## config.mk

```make
export PLATFORM = sky130hd
export DESIGN_NAME = pipeline_sequencer
export DESIGN_NICKNAME = d
export VERILOG_FILES = /design/src/rtl/pipeline_sequencer.sv
export SDC_FILE = /design/constraint.sdc
export NUM_CORES = 1
export LEC_CHECK = 0
export ABC_AREA = 0
export CORE_MARGIN = 2
export CORE_UTILIZATION = 40
export DETAILED_ROUTE_END_ITERATION = 7
export GPL_ROUTABILITY_DRIVEN = 1
export MAX_ROUTING_LAYER = met4
export PLACE_DENSITY = 0.82
export SETUP_SLACK_MARGIN = 0.3
export SLEW_MARGIN = 20
export SYNTH_ARGS = -nofsm -noshare
export SYNTH_HDL_FRONTEND = slang
export SYNTH_SLANG_ARGS = --single-unit
```

## constraint.sdc

```tcl
create_clock -name clk -period 2.3 [get_ports clk]
set_clock_uncertainty 0.15 [all_clocks]
set_input_delay 0.46 -clock clk [delete_from_list [all_inputs] [get_ports clk]]
set_output_delay 0.46 -clock clk [all_outputs]
set_load 0.05 [all_outputs]
```

## src/rtl/pipeline_sequencer.sv

```systemverilog
// ---------------------------------------------------------------------------
// pipeline_sequencer
// Hazard and sequencing control for a five-stage pipeline. It handles:
//   - load-use stalls
//   - jump and taken-branch flushes
//   - an iterative multiplier start/busy/HI-LO write-back tracker
//   - halt, with a drain of any multiply that is in flight
//
// Ports
//   clk              single clock, rising edge
//   rst              asynchronous active-low reset
//   ex_mem_read      instruction in EX is a load
//   ex_rt            destination register of that load
//   id_rs, id_rt     source registers of the instruction in ID
//   id_uses_rt       ID instruction reads rt
//   id_jump          ID holds J/JAL/JR
//   ex_branch_taken  branch in EX resolved taken
//   id_mult          ID holds MULT/MULTU
//   id_mult_signed   1 = MULT, 0 = MULTU
//   id_reads_hilo    ID reads HI or LO
//   id_halt          ID holds HALT
//   pc_en, ifid_en   PC and IF/ID update enables
//   ifid_flush       load a bubble into IF/ID
//   idex_flush       load a bubble into ID/EX
//   mul_go           one-cycle multiplier start pulse
//   mul_signed       signedness latched at the last start
//   mul_busy         multiply in flight
//   hilo_we          HI/LO write strobe
//   halted           core halted (left only through reset)
// ---------------------------------------------------------------------------
module pipeline_sequencer #(
  parameter int MUL_CYCLES = 32
) (
  input  logic       clk,
  input  logic       rst,
  input  logic       ex_mem_read,
  input  logic [4:0] ex_rt,
  input  logic [4:0] id_rs,
  input  logic [4:0] id_rt,
  input  logic       id_uses_rt,
  input  logic       id_jump,
  input  logic       ex_branch_taken,
  input  logic       id_mult,
  input  logic       id_mult_signed,
  input  logic       id_reads_hilo,
  input  logic       id_halt,
  output logic       pc_en,
  output logic       ifid_en,
  output logic       ifid_flush,
  output logic       idex_flush,
  output logic       mul_go,
  output logic       mul_signed,
  output logic       mul_busy,
  output logic       hilo_we,
  output logic       halted
);

  typedef enum logic [1:0] {
    S_RUN    = 2'd0,
    S_DRAIN  = 2'd1,
    S_HALTED = 2'd2
  } state_t;

  localparam logic [5:0] MCNT_LOAD = 6'(MUL_CYCLES - 1);

  state_t     state_r;
  state_t     state_s;
  logic       busy_r;
  logic [5:0] mcnt_r;
  logic       signed_r;

  logic       load_use_s;
  logic       mul_hz_s;
  logic       hilo_we_s;
  logic       mul_go_s;
  logic       pc_en_s;
  logic       ifid_en_s;
  logic       ifid_flush_s;
  logic       idex_flush_s;

  // Hazard terms; register 0 never carries a real dependency.
  assign load_use_s = ex_mem_read & (ex_rt != 5'd0) &
                      ((ex_rt == id_rs) | (id_uses_rt & (ex_rt == id_rt)));
  assign mul_hz_s   = busy_r & (id_mult | id_reads_hilo);
  assign hilo_we_s  = busy_r & (mcnt_r == 6'd0);

  // Next-state and pipeline control decode, priority branch > stall > jump.
  always_comb begin
    state_s      = state_r;
    pc_en_s      = 1'b0;
    ifid_en_s    = 1'b0;
    ifid_flush_s = 1'b0;
    idex_flush_s = 1'b0;
    mul_go_s     = 1'b0;
    case (state_r)
      S_RUN: begin
        mul_go_s = id_mult & ~busy_r & ~ex_branch_taken & ~load_use_s;
        if (ex_branch_taken) begin
          pc_en_s      = 1'b1;
          ifid_en_s    = 1'b1;
          ifid_flush_s = 1'b1;
          idex_flush_s = 1'b1;
        end else if (mul_hz_s || load_use_s) begin
          idex_flush_s = 1'b1;
        end else if (id_jump) begin
          pc_en_s      = 1'b1;
          ifid_en_s    = 1'b1;
          ifid_flush_s = 1'b1;
        end else begin
          pc_en_s   = 1'b1;
          ifid_en_s = 1'b1;
          // Halt is only honoured on an otherwise quiet cycle.
          if (id_halt) begin
            state_s = busy_r ? S_DRAIN : S_HALTED;
          end else begin
            state_s = S_RUN;
          end
        end
      end
      S_DRAIN: begin
        idex_flush_s = 1'b1;
        if (hilo_we_s) begin
          state_s = S_HALTED;
        end else begin
          state_s = S_DRAIN;
        end
      end
      S_HALTED: begin
        idex_flush_s = 1'b1;
      end
      default: begin
        idex_flush_s = 1'b1;
        state_s      = S_RUN;
      end
    endcase
  end

  // Control FSM state register.
  always_ff @(posedge clk or negedge rst) begin
    if (!rst) begin
      state_r <= S_RUN;
    end else begin
      state_r <= state_s;
    end
  end

  // Multiply tracker: start loads the counter, busy drops after the write strobe.
  always_ff @(posedge clk or negedge rst) begin
    if (!rst) begin
      busy_r   <= 1'b0;
      mcnt_r   <= 6'd0;
      signed_r <= 1'b0;
    end else if (mul_go_s) begin
      busy_r   <= 1'b1;
      mcnt_r   <= MCNT_LOAD;
      signed_r <= id_mult_signed;
    end else if (busy_r) begin
      if (mcnt_r == 6'd0) begin
        busy_r <= 1'b0;
      end else begin
        mcnt_r <= mcnt_r - 6'd1;
      end
    end
  end

  // The decode is combinational, so gate it with rst to hold every output low in reset.
  assign pc_en      = rst & pc_en_s;
  assign ifid_en    = rst & ifid_en_s;
  assign ifid_flush = rst & ifid_flush_s;
  assign idex_flush = rst & idex_flush_s;
  assign mul_go     = rst & mul_go_s;
  assign mul_signed = signed_r;
  assign mul_busy   = busy_r;
  assign hilo_we    = hilo_we_s;
  assign halted     = (state_r == S_HALTED);

endmodule

```

==> results.ini, run 1 <==
[layout]
postLayoutCoreUtil_pct=86.38
final_cells=164
nets=166
nFillCells=91
area_growth_syn_to_layout_pct=102.0
n_antenna_cell=0
design_area_mm2=0.001491
drive_above_1_share_pct=48.20

[grt]
grt_pass1_vias=829
grt_max_degree=11
gr-total-overflow=0
grt_pass1_wl_um=3767
grt_use_total_pct=26.25
antenna_found_initial=0

[sta]
hold_slack_ns=0.3630
rsz0062_at_grt=yes
fin_crit_sh_pct=107.8
slew_violations=0
max_freq_mhz=403.4
fin_setup_tns_ns=-0.7320
slew_headroom_pct=67.44
worst_pin_slew_ns=0.4904
hold_violations=0
fin_crit_ns=2.479
fin_ws_ns=-0.1789
setup_viol=5

[clock_tree]
cts_tree=done
clkTransAtPathRegs_ns=0.06
clockBufferDepth=2
clk-insertion-delay-late_ns=0.28
cts.sinks=10
clockRootBuffer=clkbuf_4
htreeDepth=1
numCtsBuffers=3

[routing]
viasPerCell=5.030
vias=825
ant_nets=0
first_pass_iters=4
wl_um=2526
drtIter0Drc=7
remaining_drc_errors=0
routedWlPerCell_um=15.40

[yosys]
ys_types=32
syn_area_per_cell_um2=9.114
synthFlopType=dfrtp_1
synth_edf_count=0
synth_nets=107
ys_seq_area_share_pct=33.90
ys_ff_latch=10
synthCells=81
ys_warn_count=0
netlist_area_um2=738.2
ys_async_sr_fraction_pct=100.0

[setup_path]
cp_data_arrival_time_ns=1.87
endpoint=ifid_flush
end_kind=output port
startpoint=ex_rt[4]
start_kind=primary input
reg2reg_depth=9
r2r-start=mcnt_r[1]
r2r-end=state_r[0]
reg2reg_slack_ns=0.38
required_ns=1.69
crit_fanout=4
crit_type=primary input to output port

[floorplan]
core_area_mm2=0.001727
initial_utilization_pct=42.75
die-area_mm2=0.002205
fp.dieH_um=46.96
row_count=15
dieWidth_um=46.96
io_pins=34

[placement]
dp_cells=151
portBuffers=33
hpwl_um=1756
place.gp.congestion=0.9029
dpl-instance-area_mm2=0.001321
place_ws_ns=-0.6171

[pwr]
ir_drop_mv=0.3234
leakage_nw=0.6346
p_per_area_mw_per_mm2=284.3
power_mw=0.4240

[outcome]
status=finished, violations left
violations=setup timing

[hold_path]
hold_class=register to register

[run]
maxCapViolCount=0

[cells in the final DEF, fill, tap and decap left out, types with 2 or more instances in the layout]
| master | netlist | routed |
|---|---|---|
| clkbuf_4 | 0 | 3 |
| inv_1 | 5 | 3 |
| dfrtp_1 | 10 | 9 |
| buf_2 | 0 | 2 |
| clkdlybuf4s50_1 | 0 | 9 |
| nor2b_1 | 2 | 2 |
| or3_1 | 3 | 3 |
| inv_2 | 0 | 2 |
| o211ai_1 | 2 | 2 |
| xor2_1 | 10 | 6 |
| xnor2_1 | 5 | 5 |
| buf_4 | 1 | 19 |
| buf_6 | 0 | 9 |
| dlygate4sd2_1 | 0 | 8 |
| xor2_2 | 0 | 4 |
| nor2_1 | 8 | 7 |
| or2_4 | 1 | 2 |
| nand2_1 | 7 | 7 |
| a21oi_1 | 4 | 2 |
| buf_12 | 0 | 6 |
| o21ai_4 | 0 | 3 |
[per-layer routing]
layer  up-vias  track usage (%)  wire length (um)
met4         0            6.111                38
met5         -                -                 0
met1       399            29.71               985
li1        394                -                 -
met2        24            45.48              1388
met3         8            7.692               114
[state kept, by name, summed over array words and instances (netlist names)]
register	cells
mcnt_r	6
mul_busy	1
mul_signed	1
state_r	2
[worst min-delay path by stage]
| stage | cells past startpoint | end | startpoint | slack [ns] |
|---|---|---|---|---|
| after floorplan | 0 | mcnt_r[0] | rst | 0.01 |
| after global placement | 1 | mul_signed | mul_signed | 0.33 |
| after detailed placement | 1 | mul_signed | mul_signed | 0.34 |
| after CTS | 1 | mul_signed | mul_signed | 0.37 |
| after global routing | 1 | mul_signed | mul_signed | 0.38 |
| final | 1 | mul_signed | mul_signed | 0.36 |
[logic make-up after synthesis]
group	Yosys count	share of synthesized area [%]
adder cells (fa/ha/maj)	1	1.695
buffers and inverters	6	3.560
multiplexers	1	1.525
XOR/XNOR	15	17.80
flip-flops	10	33.90
AND/OR/NAND/NOR	32	25.43
AO/OA/AOI/OAI	16	16.10
[synthesized netlist by cell type, types with 2 or more instances]
master | number | area share, %
o21ai_2 | 2 | 2.4
dfrtp_1 | 10 | 34
a21oi_1 | 4 | 2.7
nand2_1 | 7 | 3.6
or3_1 | 3 | 2.5
xnor2_1 | 5 | 5.9
o211ai_1 | 2 | 2.0
inv_1 | 5 | 2.5
nor3_1 | 2 | 1.4
xor2_1 | 10 | 12
nor2_1 | 8 | 4.1
nor2b_1 | 2 | 1.7
o31ai_2 | 2 | 3.4
[critical path: stages]
cell and delay, ns:
buf_6 0.10, buf_6 0.10, or4_4 0.48, o21ai_4 0.23, o211ai_1 0.14, a21oi_2 0.20, buf_12 0.15
[report_power, final]
| group | leakage [nW] | switching (mW) | internal (mW) |
|---|---|---|---|
| sequential | 0.114 | 0 | 0.176 |
| combinational | 0.505 | 0.0522 | 0.0657 |
| clock | 0.0150 | 0.0633 | 0.0671 |
| total | 0.635 | 0.115 | 0.309 |
[repair_timing]
action	4_1_cts	5_1_grt
setup endpoints to repair	18	13
hold buffers	0	0
buffers inserted	5	4
gates resized for setup	59	7
pin swaps	20	13
[area by class of cell]
| class | count | area (um2) | share of cell area (%) |
|---|---|---|---|
| clock buffer | 4 | 26.28 | 1.762 |
| tap | 25 | 31.28 | 2.097 |
| inverter | 5 | 18.77 | 1.258 |
| timing repair buffer | 55 | 550.5 | 36.91 |
| multi-input combinational | 65 | 613.1 | 41.11 |
| sequential | 10 | 251.5 | 16.86 |
Power figures use the tool's default switching activity.
==> run 2: changes to the inputs <==
- CAP_MARGIN: unset -> 20
==> results of run 2 <==
The final DEF is identical to that of run 1; final timing and power are the same.
